**config.mk**
```make
export PLATFORM = sky130hd
export DESIGN_NAME = rns_to_bin_conv
export DESIGN_NICKNAME = d
export VERILOG_FILES = /design/src/rtl/rns_to_bin_conv.sv
export SDC_FILE = /design/constraint.sdc
export NUM_CORES = 1
export LEC_CHECK = 0
export BUFFER_PORTS_ARGS = -buffer_cell sky130_fd_sc_hd__buf_2
export CAP_MARGIN = 20
export CORE_UTILIZATION = 30
export DETAILED_ROUTE_END_ITERATION = 8
export GPL_TIMING_DRIVEN = 1
export HOLD_SLACK_MARGIN = 0.1
export PLACE_DENSITY = 0.46
export SETUP_SLACK_MARGIN = 0.05
export SYNTH_ARGS = -nofsm -noshare
export SYNTH_HDL_FRONTEND = slang
export SYNTH_SLANG_ARGS = --single-unit
```
**constraint.sdc**
```tcl
create_clock -name clk100 -period 4 [get_ports clk100]
set_input_delay 0.4 -clock clk100 [delete_from_list [all_inputs] [get_ports clk100]]
set_output_delay 0.4 -clock clk100 [all_outputs]
set_load 0.005 [all_outputs]
```
**src/rtl/rns_to_bin_conv.sv**
```systemverilog
`default_nettype none
// ============================================================================
//  Module   : rns_to_bin_conv
//  Purpose  : Sequential residue-to-binary converter using a mixed-radix digit
//             search, one candidate step per clock.
//  Revision : 1.0  initial release
// ============================================================================
module rns_to_bin_conv #(
  parameter int                       NUM_DOMAINS = 2,
  parameter logic [9*NUM_DOMAINS-1:0] MODULI      = {9'd129, 9'd256},
  parameter int                       OUT_WID     = 16
) (
  input  logic                       clk100,
  input  logic                       reset,
  input  logic                       flush,
  input  logic                       in_valid,
  output logic                       in_ready,
  input  logic [8*NUM_DOMAINS-1:0]   in_residues,
  output logic                       out_valid,
  input  logic                       out_ready,
  output logic [OUT_WID-1:0]         out_data,
  output logic                       out_err,
  output logic                       busy
);

  localparam int c_jw = (NUM_DOMAINS > 1) ? $clog2(NUM_DOMAINS) : 1;

  function automatic logic [8:0] mod_at(input int i);
    return MODULI[9*i +: 9];
  endfunction

  function automatic logic [63:0] prod_upto(input int n);
    logic [63:0] p;
    p = 64'd1;
    for (int i = 0; i < NUM_DOMAINS; i++)
      if (i < n) p = p * {55'd0, mod_at(i)};
    return p;
  endfunction

  function automatic logic [8:0] s_const(input int j, input int k);
    logic [63:0] s;
    s = 64'd1;
    for (int i = 0; i < NUM_DOMAINS; i++)
      if (i < j) s = (s * {55'd0, mod_at(i)}) % {55'd0, mod_at(k)};
    return s[8:0];
  endfunction

  function automatic bit params_ok();
    bit          ok;
    logic [63:0] a, b, tmp;
    ok = (NUM_DOMAINS >= 1) && (NUM_DOMAINS <= 8);
    for (int i = 0; i < NUM_DOMAINS; i++) begin
      if (mod_at(i) < 9'd2 || mod_at(i) > 9'd256) ok = 1'b0;
      for (int j = i + 1; j < NUM_DOMAINS; j++) begin
        a = {55'd0, mod_at(i)};
        b = {55'd0, mod_at(j)};
        for (int g = 0; g < 16; g++)
          if (b != 64'd0) begin
            tmp = a % b;
            a   = b;
            b   = tmp;
          end
        if (a != 64'd1) ok = 1'b0;
      end
    end
    if (OUT_WID < 64 && prod_upto(NUM_DOMAINS) > (64'd1 << OUT_WID)) ok = 1'b0;
    return ok;
  endfunction

  localparam bit c_params_ok = params_ok();

  if (!c_params_ok) begin : g_param_check
    $error("rns_to_bin_conv: illegal NUM_DOMAINS, MODULI or OUT_WID");
  end

  // Elaboration tables: P_j, m_k and S_{j,k} = P_j mod m_k
  logic [OUT_WID-1:0] c_p [NUM_DOMAINS];
  logic [8:0]         c_m [NUM_DOMAINS];
  logic [8:0]         c_s [NUM_DOMAINS][NUM_DOMAINS];

  for (genvar j = 0; j < NUM_DOMAINS; j++) begin : g_const
    assign c_m[j] = mod_at(j);
    assign c_p[j] = OUT_WID'(prod_upto(j));
    for (genvar k = 0; k < NUM_DOMAINS; k++) begin : g_s
      assign c_s[j][k] = s_const(j, k);
    end
  end

  typedef enum logic [1:0] {
    ST_IDLE = 2'd0,
    ST_SCAN = 2'd1,
    ST_DONE = 2'd2
  } state_t;

  state_t              r_state, w_state_next;
  logic [7:0]          r_res [NUM_DOMAINS];
  logic [8:0]          r_t   [NUM_DOMAINS];
  logic [8:0]          w_t_next [NUM_DOMAINS];
  logic [OUT_WID-1:0]  r_x;
  logic [c_jw-1:0]     r_j;
  logic [8:0]          r_cnt;
  logic                r_err;
  logic                w_match, w_last, w_cnt_max;
  logic                w_accept, w_add, w_advance, w_err_set;

  assign w_match   = (r_t[r_j] == {1'b0, r_res[r_j]});
  assign w_last    = (r_j == c_jw'(NUM_DOMAINS - 1));
  assign w_cnt_max = (r_cnt == c_m[r_j] - 9'd1);

  // The sum stays below 2*m_k, so one conditional subtract reduces it
  for (genvar k = 0; k < NUM_DOMAINS; k++) begin : g_tnext
    logic [8:0] w_sum;
    assign w_sum       = r_t[k] + c_s[r_j][k];
    assign w_t_next[k] = (w_sum >= c_m[k]) ? w_sum - c_m[k] : w_sum;
  end

  always_ff @(posedge clk100 or posedge reset) begin
    if (reset) r_state <= ST_IDLE;
    else       r_state <= w_state_next;
  end

  always_comb begin
    w_state_next = r_state;
    w_accept     = 1'b0;
    w_add        = 1'b0;
    w_advance    = 1'b0;
    w_err_set    = 1'b0;
    case (r_state)
      ST_IDLE: if (in_valid) begin
        w_accept     = 1'b1;
        w_state_next = ST_SCAN;
      end
      ST_SCAN: begin
        if (w_match) begin
          if (w_last) w_state_next = ST_DONE;
          else        w_advance    = 1'b1;
        end else if (w_cnt_max) begin
          w_state_next = ST_DONE;
          w_err_set    = 1'b1;
        end else begin
          w_add = 1'b1;
        end
      end
      ST_DONE: if (out_ready) w_state_next = ST_IDLE;
      default: w_state_next = ST_IDLE;
    endcase
    if (flush) begin
      w_state_next = ST_IDLE;
      w_accept     = 1'b0;
      w_add        = 1'b0;
      w_advance    = 1'b0;
      w_err_set    = 1'b0;
    end
  end

  always_ff @(posedge clk100 or posedge reset) begin
    if (reset) begin
      r_x   <= '0;
      r_j   <= '0;
      r_cnt <= '0;
      r_err <= 1'b0;
      for (int k = 0; k < NUM_DOMAINS; k++) begin
        r_res[k] <= '0;
        r_t[k]   <= '0;
      end
    end else begin
      if (w_accept) begin
        r_x   <= '0;
        r_j   <= '0;
        r_cnt <= '0;
        r_err <= 1'b0;
        for (int k = 0; k < NUM_DOMAINS; k++) begin
          r_res[k] <= in_residues[8*k +: 8];
          r_t[k]   <= '0;
        end
      end
      if (w_add) begin
        r_x   <= r_x + c_p[r_j];
        r_cnt <= r_cnt + 9'd1;
        for (int k = 0; k < NUM_DOMAINS; k++) r_t[k] <= w_t_next[k];
      end
      if (w_advance) begin
        r_j   <= r_j + c_jw'(1);
        r_cnt <= '0;
      end
      if (w_err_set) r_err <= 1'b1;
    end
  end

  assign in_ready  = (r_state == ST_IDLE);
  assign busy      = (r_state == ST_SCAN);
  assign out_valid = (r_state == ST_DONE);
  assign out_data  = r_x;
  assign out_err   = r_err & (r_state == ST_DONE);

endmodule
`default_nettype wire

```
Word-level counts from Yosys, hierarchy flattened

Index checks and enable logic that the tools add are counted.
Widths: inputs -> output; s select.

Add/sub/neg operators: 8
Order comparisons: 3
Eq/ne operators: 8
Muxes and demuxes: 49
Bitwise logic cells: 2
Reductions and logical operators: 6

Operator list:

| cell                | count |
|---|---|
| $mux 9              | 12 |
| $mux 18             | 4 |
| $mux 16             | 4 |
| $mux 8              | 3 |
| $add 9x9->9         | 2 |
| $mux 1              | 18 |
| $add 16x16->16      | 1 |
| $mux 2              | 6 |
| $mux 10             | 1 |
| $add 9x1->9 const B | 1 |
| $eq 9x8->1          | 1 |
| $eq 9x9->1          | 1 |
| $ge 9x8->1 const B  | 1 |
| $ge 9x9->1 const B  | 1 |
| $sub 9x1->9 const B | 1 |
| $sub 9x8->9 const B | 1 |
| $sub 9x9->9 const B | 1 |
| $pmux 2 s3          | 1 |
| $reduce_bool 2->1   | 3 |
| $ne 4x2->1 const B  | 1 |
| $ne 4x4->1 const B  | 1 |
| $reduce_and 4->1    | 1 |
| $ne 3x2->1 const B  | 1 |
| $ne 3x3->1 const B  | 1 |
| 8 further kinds     | 8 |

Bits in registers: 63
Output and inout bits: 20
Logic and storage cells: 85

Logic depth before layout (Yosys ltp)

Gate-level depths: netlist of run 1.

Depth after elaboration: 12
Gate-level depth with buffers: 10

Least setup slack after synthesis of run 1

No wires, ideal clock.

Path kind: flip-flop to flip-flop
Start point: register r_j
End point: register r_t[6] (netlist name)
Setup time: 0.066 ns
Arrival: 2.422 ns
Setup slack: 1.512 ns
Stages on the path, launching flop included: 9
Period minus slack after synthesis: 2.488 ns
Cells stage by stage: dfrtp_1 fa_1 a21oi_1 o21bai_1 a211o_1 a22o_1 or4_1 o311a_1 nand2_1

Cells in the longest elaborated chain, start to end: 11

RTL lines:

| item                                                                 | RTL line      | RTL |
|---|---|---|
| from (decl)                                                          | 100           | `logic [c_jw-1:0] r_j;` |
| from (signal assigned)                                               | 183           | `r_j <= r_j + c_jw'(1);` |
| $not 1->2 (implied by the code) (*)                                  | 106, 108, 113 |  |
| parallel branches: the longest is 10 deep, another holds $add 9x9->9 | -             |  |
| to (signal, indexed assignment)                                      | 164           | `r_t[k] <= '0;` |
| to (signal, indexed assignment)                                      | 174           | `r_t[k] <= '0;` |
| to (decl)                                                            | 97            | `logic [8:0] r_t [NUM_DOMAINS];` |

Mark *: on every way between the ends. The select of a mux whose other input is x is not followed.
A chain may end at the register's enable or synchronous reset.

Worst setup path after layout of run 1

Same ends and word-level chain as after synthesis.

==> results of run 1 <==
==> final cells by class <==
cell class                      count  area (sq um)
Tap cell                          168           210
Clock buffer                       11           243
Sequential cell                    63          1580
Timing Repair Buffer               45           238
Multi-Input combinational cell    325          2100
Clock inverter                      5          56.3
Fill cell                        1292          7740
Inverter                           11          41.3
==> metrics by stage <==
stage	instances	hold WS [ps]	area (sq um)	power [uW]	utilization
2_1_floorplan	419	437	3810	1560	-
3_3_place_gp	612	458	4170	1770	0.341
3_5_place_dp	612	463	4170	1770	0.341
4_1_cts	628	240	4470	2600	0.366
5_1_grt	628	253	4470	2760	0.366
6_report	628	208	4470	2560	0.366
==> worst max-delay path by stage <==
stage                    startpoint                 end  cells past startpoint
finish              r_j$_DFFE_PP0P_  r_t[6]$_DFFE_PP0P_                      8
global route        r_j$_DFFE_PP0P_  r_t[3]$_DFFE_PP0P_                      7
CTS                 r_j$_DFFE_PP0P_  r_t[3]$_DFFE_PP0P_                      7
detailed placement  r_j$_DFFE_PP0P_  r_t[3]$_DFFE_PP0P_                      7
global placement    r_j$_DFFE_PP0P_  r_t[3]$_DFFE_PP0P_                      7
floorplan           r_j$_DFFE_PP0P_  r_t[6]$_DFFE_PP0P_                      8
==> power by group <==
part	leakage (uW)	switching [uW]	total [uW]	internal, uW
registers	0.000844	159	931	771
logic	0.00115	485	828	343
clock network	0.000146	302	801	499
total	0.00214	946	2560	1610
==> layout by cell type, fill, tap and decap left out, drive strengths merged, types with 3 or more instances in the layout <==
master / n
xnor2: 15
and2: 6
a21oi: 8
nand2: 87
a311oi: 3
nor3: 10
o311a: 4
ha: 14
o211ai: 6
inv: 12
a31oi: 4
a41oi: 4
nor4b: 3
nor2: 25
buf: 45
nor3b: 3
dfrtp: 63
o31ai: 9
o21ai: 14
a21o: 6
clkbuf: 11
nor4: 5
xor2: 9
mux2i: 12
nand3: 32
and3: 7
nand4: 15
==> cell families (layout without fill, tap and decap cells) <==
kind of cell | after synthesis | after routing | synth area share
AND/OR/NAND/NOR | 205 | 205 | 0.266
XOR/XNOR | 24 | 24 | 0.0651
multiplexers | 13 | 13 | 0.0345
adder cells (fa/ha/maj) | 15 | 15 | 0.0513
AO/OA/AOI/OAI | 68 | 68 | 0.131
buffers and inverters | 31 | 72 | 0.0375
flip-flops | 63 | 63 | 0.414
==> worst reg2reg max path, cell delays in order (launching register included) <==
cell and delay (ps):
sky130_fd_sc_hd__dfrtp_1 720, sky130_fd_sc_hd__ha_1 390, sky130_fd_sc_hd__a21oi_1 250, sky130_fd_sc_hd__a2bb2oi_1 290, sky130_fd_sc_hd__or3_1 150, sky130_fd_sc_hd__nand3_1 420
sky130_fd_sc_hd__or4_1 630, sky130_fd_sc_hd__o311a_1 120, sky130_fd_sc_hd__nand2_1 60
==> per-layer routing <==
metal	GRT usage	vias to the layer above	wire length, um
met5	0	-	0
met2	0.254	91	4310
li1	-	1584	-
met3	0.0402	23	442
met4	0.0701	0	227
met1	0.197	1503	4360
==> sequential cells by signal, indices dropped and copies added, names as in the netlist <==
name and count:
r_state 2, r_cnt 9, out_data 16, r_err 1, r_res 16, r_t 18, r_j 1
==> run summary, run 1 <==
The total clock buffers created by CTS is 9. On the final layout, the worst clock skew is 6.50 ps. After routing, the total negative slack on setup checks comes to 0 ps.

Synthesis handed over a netlist of 419 instances. Timing analysis after detailed placement gives a worst setup slack of 958 ps. The number of cell instances on the worst register-to-register path is 8. Detailed placement finished with a half-perimeter wire length of 6450 um. The routed wire length per instance is 14.9 um. The number of placement rows came out at 40. The run finished with clean final reports.

The count of unique library cells instantiated by Yosys came out at 58. The number of global-route vias before repair came out at 3124. Buffers placed on the I/O ports in this run total 40. The maximum number of pins on one net before global-route repair came out at 40. The setup slack of the worst register-to-register path came out at 910 ps. STA classifies the critical path endpoint as a register. The element type at the critical path start is a register.

The count of vias placed by the detailed router came out at 3201. The region available for standard cell placement spans 0.0122 sq mm. The worst slew margin relative to its limit came out at 0.471. The share of the Yosys chip area taken by registers is 0.414. The final net count came out at 491.

The ratio of total power to cell area is 573 mW/mm^2. The initial antenna violation count is 0. The post-cts repair resize count came out at 0.

The launching point of the worst reg2reg path is r_j$_DFFE_PP0P_. By count the netlist is led by sky130_fd_sc_hd__nand2_1 (87), sky130_fd_sc_hd__dfrtp_1 (63), sky130_fd_sc_hd__nand3_1 (32). TritonCTS built the clock tree. The final number of max-transition violations came out at 0. The number of hold violations in the final report was 0. The post-route fraction of the period consumed by the critical path came out at 0.772. VDD sags by at most 0.339 mV. The startpoint-to-endpoint class of the critical path is reg2reg. The overall die area is 0.0131 sq mm. The clock tree synthesis step divided the H-tree into 3 levels.

The post-synthesis average cell area came out at 9.08 sq um. The type of the most critical hold path is in2async. The end of the worst register-to-register path is r_t[6]$_DFFE_PP0P_. The count of buffering cells on the critical path with inverters included is 0. The global routing usage summed across all routing layers came out at 0.157.

For this run, the top clock speed supported by timing is 0.324 GHz. For the pin with the worst max-slew slack, the measured transition is 792 ps. The repair_antennas step left the layout with diodes totalling 0. The via density per instance came out at 5.10. Of the post-synthesis cell area, the dominant cell type holds 0.414.

STA puts the critical path data arrival time at about 3400 ps. The count of flip-flops with a built-in enable after synthesis is 0. After synthesis, the cell types taking the most area are sky130_fd_sc_hd__dfrtp_1 (41%), sky130_fd_sc_hd__nand2_1 (8.6%), sky130_fd_sc_hd__ha_1 (4.6%). The first routing iteration left 203 violations. Setup repair after global routing left no endpoint under its margin. The detailed-route DRC error count came out at 0. Of all nets on the critical path, the largest fanout is 17. The number of buffers added for setup after CTS is 0.

The area added between synthesis and finish came out at 17.4%. The final worst slack is ~900 ps. The overall die height is ~110 um.

Of the cells placed in the final design, the portion with a size suffix greater than 1 is 0.154. The largest single stage delay on the critical path is approximately 720 ps. The number of violations of the max-capacitance limit is 0. The number of nets produced by synthesis is ~460. The post-detailed-route count of antenna-violating nets came out at 0. The die is 115 um wide. The total of endpoints with negative setup slack in the final report is 0. The top cell family by delay on the critical path is simple AND/OR/NAND/NOR gates. The final weighted congestion in routability-driven placement is around 0.83. Walking the worst path, the cells encountered are ha_1 > a21oi_1 > a2bb2oi_1 > or3_1 > nand3_1 > or4_1 > o311a_1 > nand2_1. In the synthesized netlist the dominant register cell turns out to be sky130_fd_sc_hd__dfrtp_1. The first global-routing pass estimated between 15000 and 20000 um of wire. The flip-flop and latch count after synthesis is 63. The post-synthesis async set-or-reset flop share came out at 1.00. The minimum period implied by the final worst setup slack is 3090 ps. Hold repair after CTS inserted 0 buffers.

The routed wire length is 9340 um. Yosys printed 0 warnings. The maximum count of clock buffers along a single path is 2.

The pre-antenna-repair detailed-routing pass consisted of 4 iterations. The critical path data required time came out at 4280 ps. Clock-pin slew was measured on the worst setup and hold paths at around 60 ps. The remaining global-route overflow came out at 0. The initial utilization of the core area, before any placement, comes to 0.312.

The I/O pin count is 41. For this design the static power due to leakage is between 0.002 and 0.0025 uW. The cell area that synthesis handed to floorplanning was 0.00381 sq mm. The cell with the largest stage delay on the worst path is sky130_fd_sc_hd__dfrtp_1. The worst-skew pair later-pin latency is 340 ps. CTS placed an instance of sky130_fd_sc_hd__clkbuf_16 at the clock tree root. Among all cell types in the netlist, the one instantiated most often is sky130_fd_sc_hd__nand2_1. The largest total area in the synthesized netlist belongs to sky130_fd_sc_hd__dfrtp_1. The count of clock tree sinks came out at 63.
(Power assumes the default switching activity.)
==> inputs of run 2 (changes only) <==
--- a/config.mk
+++ b/config.mk
@@ -5,6 +5,7 @@
 export SDC_FILE = /design/constraint.sdc
 export NUM_CORES = 1
 export LEC_CHECK = 0
+export ABC_AREA = 1
 export BUFFER_PORTS_ARGS = -buffer_cell sky130_fd_sc_hd__buf_2
 export CAP_MARGIN = 20
 export CORE_UTILIZATION = 30
==> constraint.sdc (replaced) <==
create_clock -name clk100 -period 3 [get_ports clk100]
set_input_delay 0.3 -clock clk100 [delete_from_list [all_inputs] [get_ports clk100]]
set_output_delay 0.3 -clock clk100 [all_outputs]
set_load 0.005 [all_outputs]
==> run summary, run 2 <==
Status: finished with violations (was complete, no violations). The final reports fail on design-rule violations. The final weighted congestion in routability-driven placement came out at 0.832 (was 0.831). The master cell of the clock root buffer was sky130_fd_sc_hd__clkbuf_16 (unchanged).

The number of global-route vias before repair is 3528 (was 3124). The CTS tree is built (unchanged). The top cell family by delay on the critical path is simple AND/OR/NAND/NOR gates (unchanged). The global-route wire length before repair was 17000 um (was 15800 um). The final design area excluding fillers is 0.00477 sq mm (was 0.00447 sq mm). The maximum net fanout on the critical path is 10 (was 17). The slew of the pin with the lowest slew margin came out at 846 ps (was 792 ps). The number of buffers added for setup after CTS is 0 (unchanged). The count of vias placed by the detailed router came out at 3571 (was 3201). The detailed-route DRC error count came to 1 (was 0). The length of the first detailed-routing pass in iterations came out at 6 (was 4).

The initial antenna violation count is 0 (unchanged). The number of violations of the max-capacitance limit came to 0 (unchanged). The ratio of total power to cell area is 808 mW/mm^2 (was 573 mW/mm^2).

The routed wire length came out at 9760 um (was 9340 um). The overall die area came to 0.0140 sq mm (was 0.0131 sq mm). The routed wire length per instance is 12.7 um (was 14.9 um). The type of the most critical hold path was in2reg (was in2async). The number of placement rows is 42 (was 40).

The H-tree depth is 3 (unchanged). The maximum count of clock buffers along a single path came out at 2 (unchanged). The area added between synthesis and finish is 17.7% (was 17.4%). The total of endpoints with negative setup slack in the final report came out at 0 (unchanged). The area occupied by registers came to 0.00158 sq mm (unchanged). The number of buffers inserted for hold repair after clock tree synthesis came to 0 (unchanged). The initial standard-cell utilization of the core is 0.307 (was 0.312). The number of nets produced by synthesis came out at 579 (was 455). The delay of the slowest critical-path stage is 540 ps (was 720 ps). The worst slew margin relative to its limit is 0.436 (was 0.471).

The instance count of the mapped netlist is 543 (was 419). The worst setup slack after placement came out at 561 ps (was 958 ps). The maximum number of pins on one net before global-route repair is 64 (was 40). The I/O pin count is 41 (unchanged). The kind of capture point of the worst setup path was a register (unchanged). The flip-flop and latch count after synthesis is 63 (unchanged). By instance count, the cell type seen most on the critical path is sky130_fd_sc_hd__nand2_1. The element type at the critical path start was a register (unchanged). The worst-skew pair later-pin latency is 330 ps (was 340 ps). The predominant post-synthesis flop cell is sky130_fd_sc_hd__dfrtp_1 (unchanged).

The final total negative setup slack is 0 ps (unchanged). The clock-pin slew of the registers on the worst-case setup and hold paths was 50 ps (was 60 ps). Most instantiated cells after synthesis: sky130_fd_sc_hd__nand2_1 (189), sky130_fd_sc_hd__dfrtp_1 (63), sky130_fd_sc_hd__inv_1 (58) (was sky130_fd_sc_hd__nand2_1 (87), sky130_fd_sc_hd__dfrtp_1 (63), sky130_fd_sc_hd__nand3_1 (32)). The post-synthesis async set-or-reset flop share came out at 1.00 (unchanged). The overall die height is 118 um (was 115 um).

The highest achievable clock rate came out at 0.410 GHz (was 0.324 GHz). The post-synthesis average cell area is 7.47 sq um (was 9.08 sq um). The sequential area share after synthesis is 0.389 (was 0.414). The worst supply voltage drop on vdd is 0.290 mV (was 0.339 mV). The fraction of layout cells with a size suffix above 1 is 0.148 (was 0.154).

The data arrival at the endpoint of the critical path was 2660 ps (was 3370 ps). The startpoint-to-endpoint class of the critical path is reg2reg (unchanged). The leading area contributor after synthesis is sky130_fd_sc_hd__dfrtp_1 (unchanged). The post-detailed-route count of antenna-violating nets came out at 0 (unchanged). The Yosys warning count came to 0 (unchanged). The post-route clock skew came out at 4.39 ps (was 6.50 ps). The final worst slack is 559 ps (was 911 ps). The count of buffers inserted at the top-level ports is 40 (unchanged).

The width of the die was 118 um (was 115 um). The register name with the most flops was r_t (unchanged). Most frequent cells in the layout: sky130_fd_sc_hd__nand2_1 (189), sky130_fd_sc_hd__dfrtp_1 (63), sky130_fd_sc_hd__inv_1 (57), sky130_fd_sc_hd__nand3_1 (48), sky130_fd_sc_hd__buf_2 (40) (was sky130_fd_sc_hd__nand2_1 (87), sky130_fd_sc_hd__dfrtp_1 (63), sky130_fd_sc_hd__buf_2 (40), sky130_fd_sc_hd__nand3_1 (32), sky130_fd_sc_hd__nor2_1 (25)). The count of buffering cells on the critical path with inverters included is 0 (unchanged). The minimum period implied by the final worst setup slack is 2440 ps (was 3090 ps). The final net count came out at 625 (was 491).

The final number of max-transition violations was 0 (unchanged). The post-route fraction of the period consumed by the critical path came out at 0.814 (was 0.772). The via density per instance came out at 4.64 (was 5.10). The total clock buffers created by CTS is 9 (unchanged). The remaining global-route overflow came out at 0 (unchanged). Setup repair after global routing missed its margin: no (unchanged). The static leakage power is 0.00242 uW (was 0.00214 uW). The most common cell after layout, fill and taps aside is sky130_fd_sc_hd__nand2_1 (unchanged). The synthesized area is 0.00406 sq mm (was 0.00381 sq mm).

The number of design-rule violations left by the first detailed-router iteration was 131 (was 203). The most repeated cell in the gate-level netlist after synthesis is sky130_fd_sc_hd__nand2_1 (unchanged). The number of flip-flops in the largest register came out at 18 (unchanged). The count of filler cells inserted in the layout came out at 1396 (was 1292).

The global routing usage summed across all routing layers is 0.154 (was 0.157). The area of the multi-input gates is 0.00218 sq mm (was 0.00210 sq mm). The area share of the largest cell type after synthesis is 0.389 (was 0.414). The core area is 0.0132 sq mm (was 0.0122 sq mm). The estimated wirelength of the detail-placed design is 7150 um (was 6450 um).

Main area contributors after synthesis: sky130_fd_sc_hd__dfrtp_1 (39%), sky130_fd_sc_hd__nand2_1 (17%), sky130_fd_sc_hd__nand3_1 (5.9%) (was sky130_fd_sc_hd__dfrtp_1 (41%), sky130_fd_sc_hd__nand2_1 (8.6%), sky130_fd_sc_hd__ha_1 (4.6%)). Crit path cell chain: fa_1 > xnor2_1 > nand2_1 > nor2_2 > nand3_2 > nand2_4 > nand2_4 > nand2_1 > nand2_1 > nand2_1 > nand2_1 (was ha_1 > a21oi_1 > a2bb2oi_1 > or3_1 > nand3_1 > or4_1 > o311a_1 > nand2_1). The count of flip-flops with a built-in enable after synthesis is 0 (unchanged). The count of unique library cells instantiated by Yosys is 36 (was 58).

The count of clock tree sinks is 63 (unchanged). The critical path data required time came out at 3220 ps (was 4280 ps). The diode insertion count for antenna repair is 0 (unchanged). The cell with the largest stage delay on the worst path is sky130_fd_sc_hd__fa_1 (was sky130_fd_sc_hd__dfrtp_1). The post-cts repair resize count is 0 (unchanged). The placed instance area came out at 0.00444 sq mm (was 0.00417 sq mm). The utilization after layout came out at 0.362 (was 0.366).

The number of hold violations in the final report is 0 (unchanged).
## run 2: cell count changes after synthesis, moves of 9 or more
cell	delta
sky130_fd_sc_hd__o21ai_0	+9
sky130_fd_sc_hd__inv_1	+47
sky130_fd_sc_hd__nand3_1	+16
sky130_fd_sc_hd__o31ai_1	-9
sky130_fd_sc_hd__xor2_1	+16
sky130_fd_sc_hd__nand2_1	+102
sky130_fd_sc_hd__mux2i_1	-12
sky130_fd_sc_hd__o22ai_1	+10
## run 2: report_power, final
group	internal (uW)	switching (uW)	total (uW)	leakage (uW)
Sequential	1040	220	1260	0.000844
Combinational	566	904	1470	0.00141
Clock	755	372	1130	0.000165
## run 2: worst reg2reg max path: stages (launching register included)
cell and delay [ps]:
sky130_fd_sc_hd__dfrtp_1 520, sky130_fd_sc_hd__fa_1 540, sky130_fd_sc_hd__xnor2_1 390, sky130_fd_sc_hd__nand2_1 140, sky130_fd_sc_hd__nor2_2 190, sky130_fd_sc_hd__nand3_2 110, sky130_fd_sc_hd__nand2_4 120, sky130_fd_sc_hd__nand2_4 100
sky130_fd_sc_hd__nand2_1 80, sky130_fd_sc_hd__nand2_1 40, sky130_fd_sc_hd__nand2_1 50, sky130_fd_sc_hd__nand2_1 50
## run 2: cell type report
type	instances	area share
Sequential cell	63	0.330
Tap cell	176	0.0461
Timing Repair Buffer	44	0.0482
Clock buffer	14	0.0616
Inverter	62	0.0493
Clock inverter	2	0.00734
Multi-Input combinational cell	409	0.457
## run 2: logic make-up (layout without fill, tap and decap cells)
kind of cell,after synthesis,in the layout,synth area share
compound gates,46,46,0.0614
xor+xnor,37,37,0.0799
fa+ha+maj,15,15,0.0481
buf+inv,71,122,0.0734
flops,63,63,0.389
simple gates,311,311,0.348
## run 2: path summary, 6_finish.rpt
path | slack (ps) | from | to | depth (start not counted)
max | 560 | r_t[0]$_DFFE_PP0P_ | r_t[5]$_DFFE_PP0P_ | 11
min | 160 | in_residues[1] | r_res[9]$_DFFE_PP0P_ | 3
max reg2reg | 560 | r_t[0]$_DFFE_PP0P_ | r_t[5]$_DFFE_PP0P_ | 11
min reg2reg | 470 | r_cnt[4]$_DFFE_PP0P_ | r_cnt[4]$_DFFE_PP0P_ | 2
max in group asynchronous | 2230 | reset | r_t[6]$_DFFE_PP0P_ | 3
min in group asynchronous | 200 | reset | r_cnt[2]$_DFFE_PP0P_ | 3
## run 2: layer usage
layer  global-route usage  wire length [um]  up-vias
li1                     -                 -     1841
met1                0.200              4850     1666
met2                0.245              4410       50
met3               0.0333               321       14
met4               0.0641               176        0
met5                    0                 0        -
## run 2: stage by stage
stage | total power, uW | std cells | hold WS [ps]
2_1_floorplan | 2410 | 543 | 410
3_3_place_gp | 2760 | 754 | 459
4_1_cts | 3910 | 770 | 143
3_5_place_dp | 2760 | 754 | 459
5_1_grt | 4200 | 770 | 156
6_report | 3860 | 770 | 159
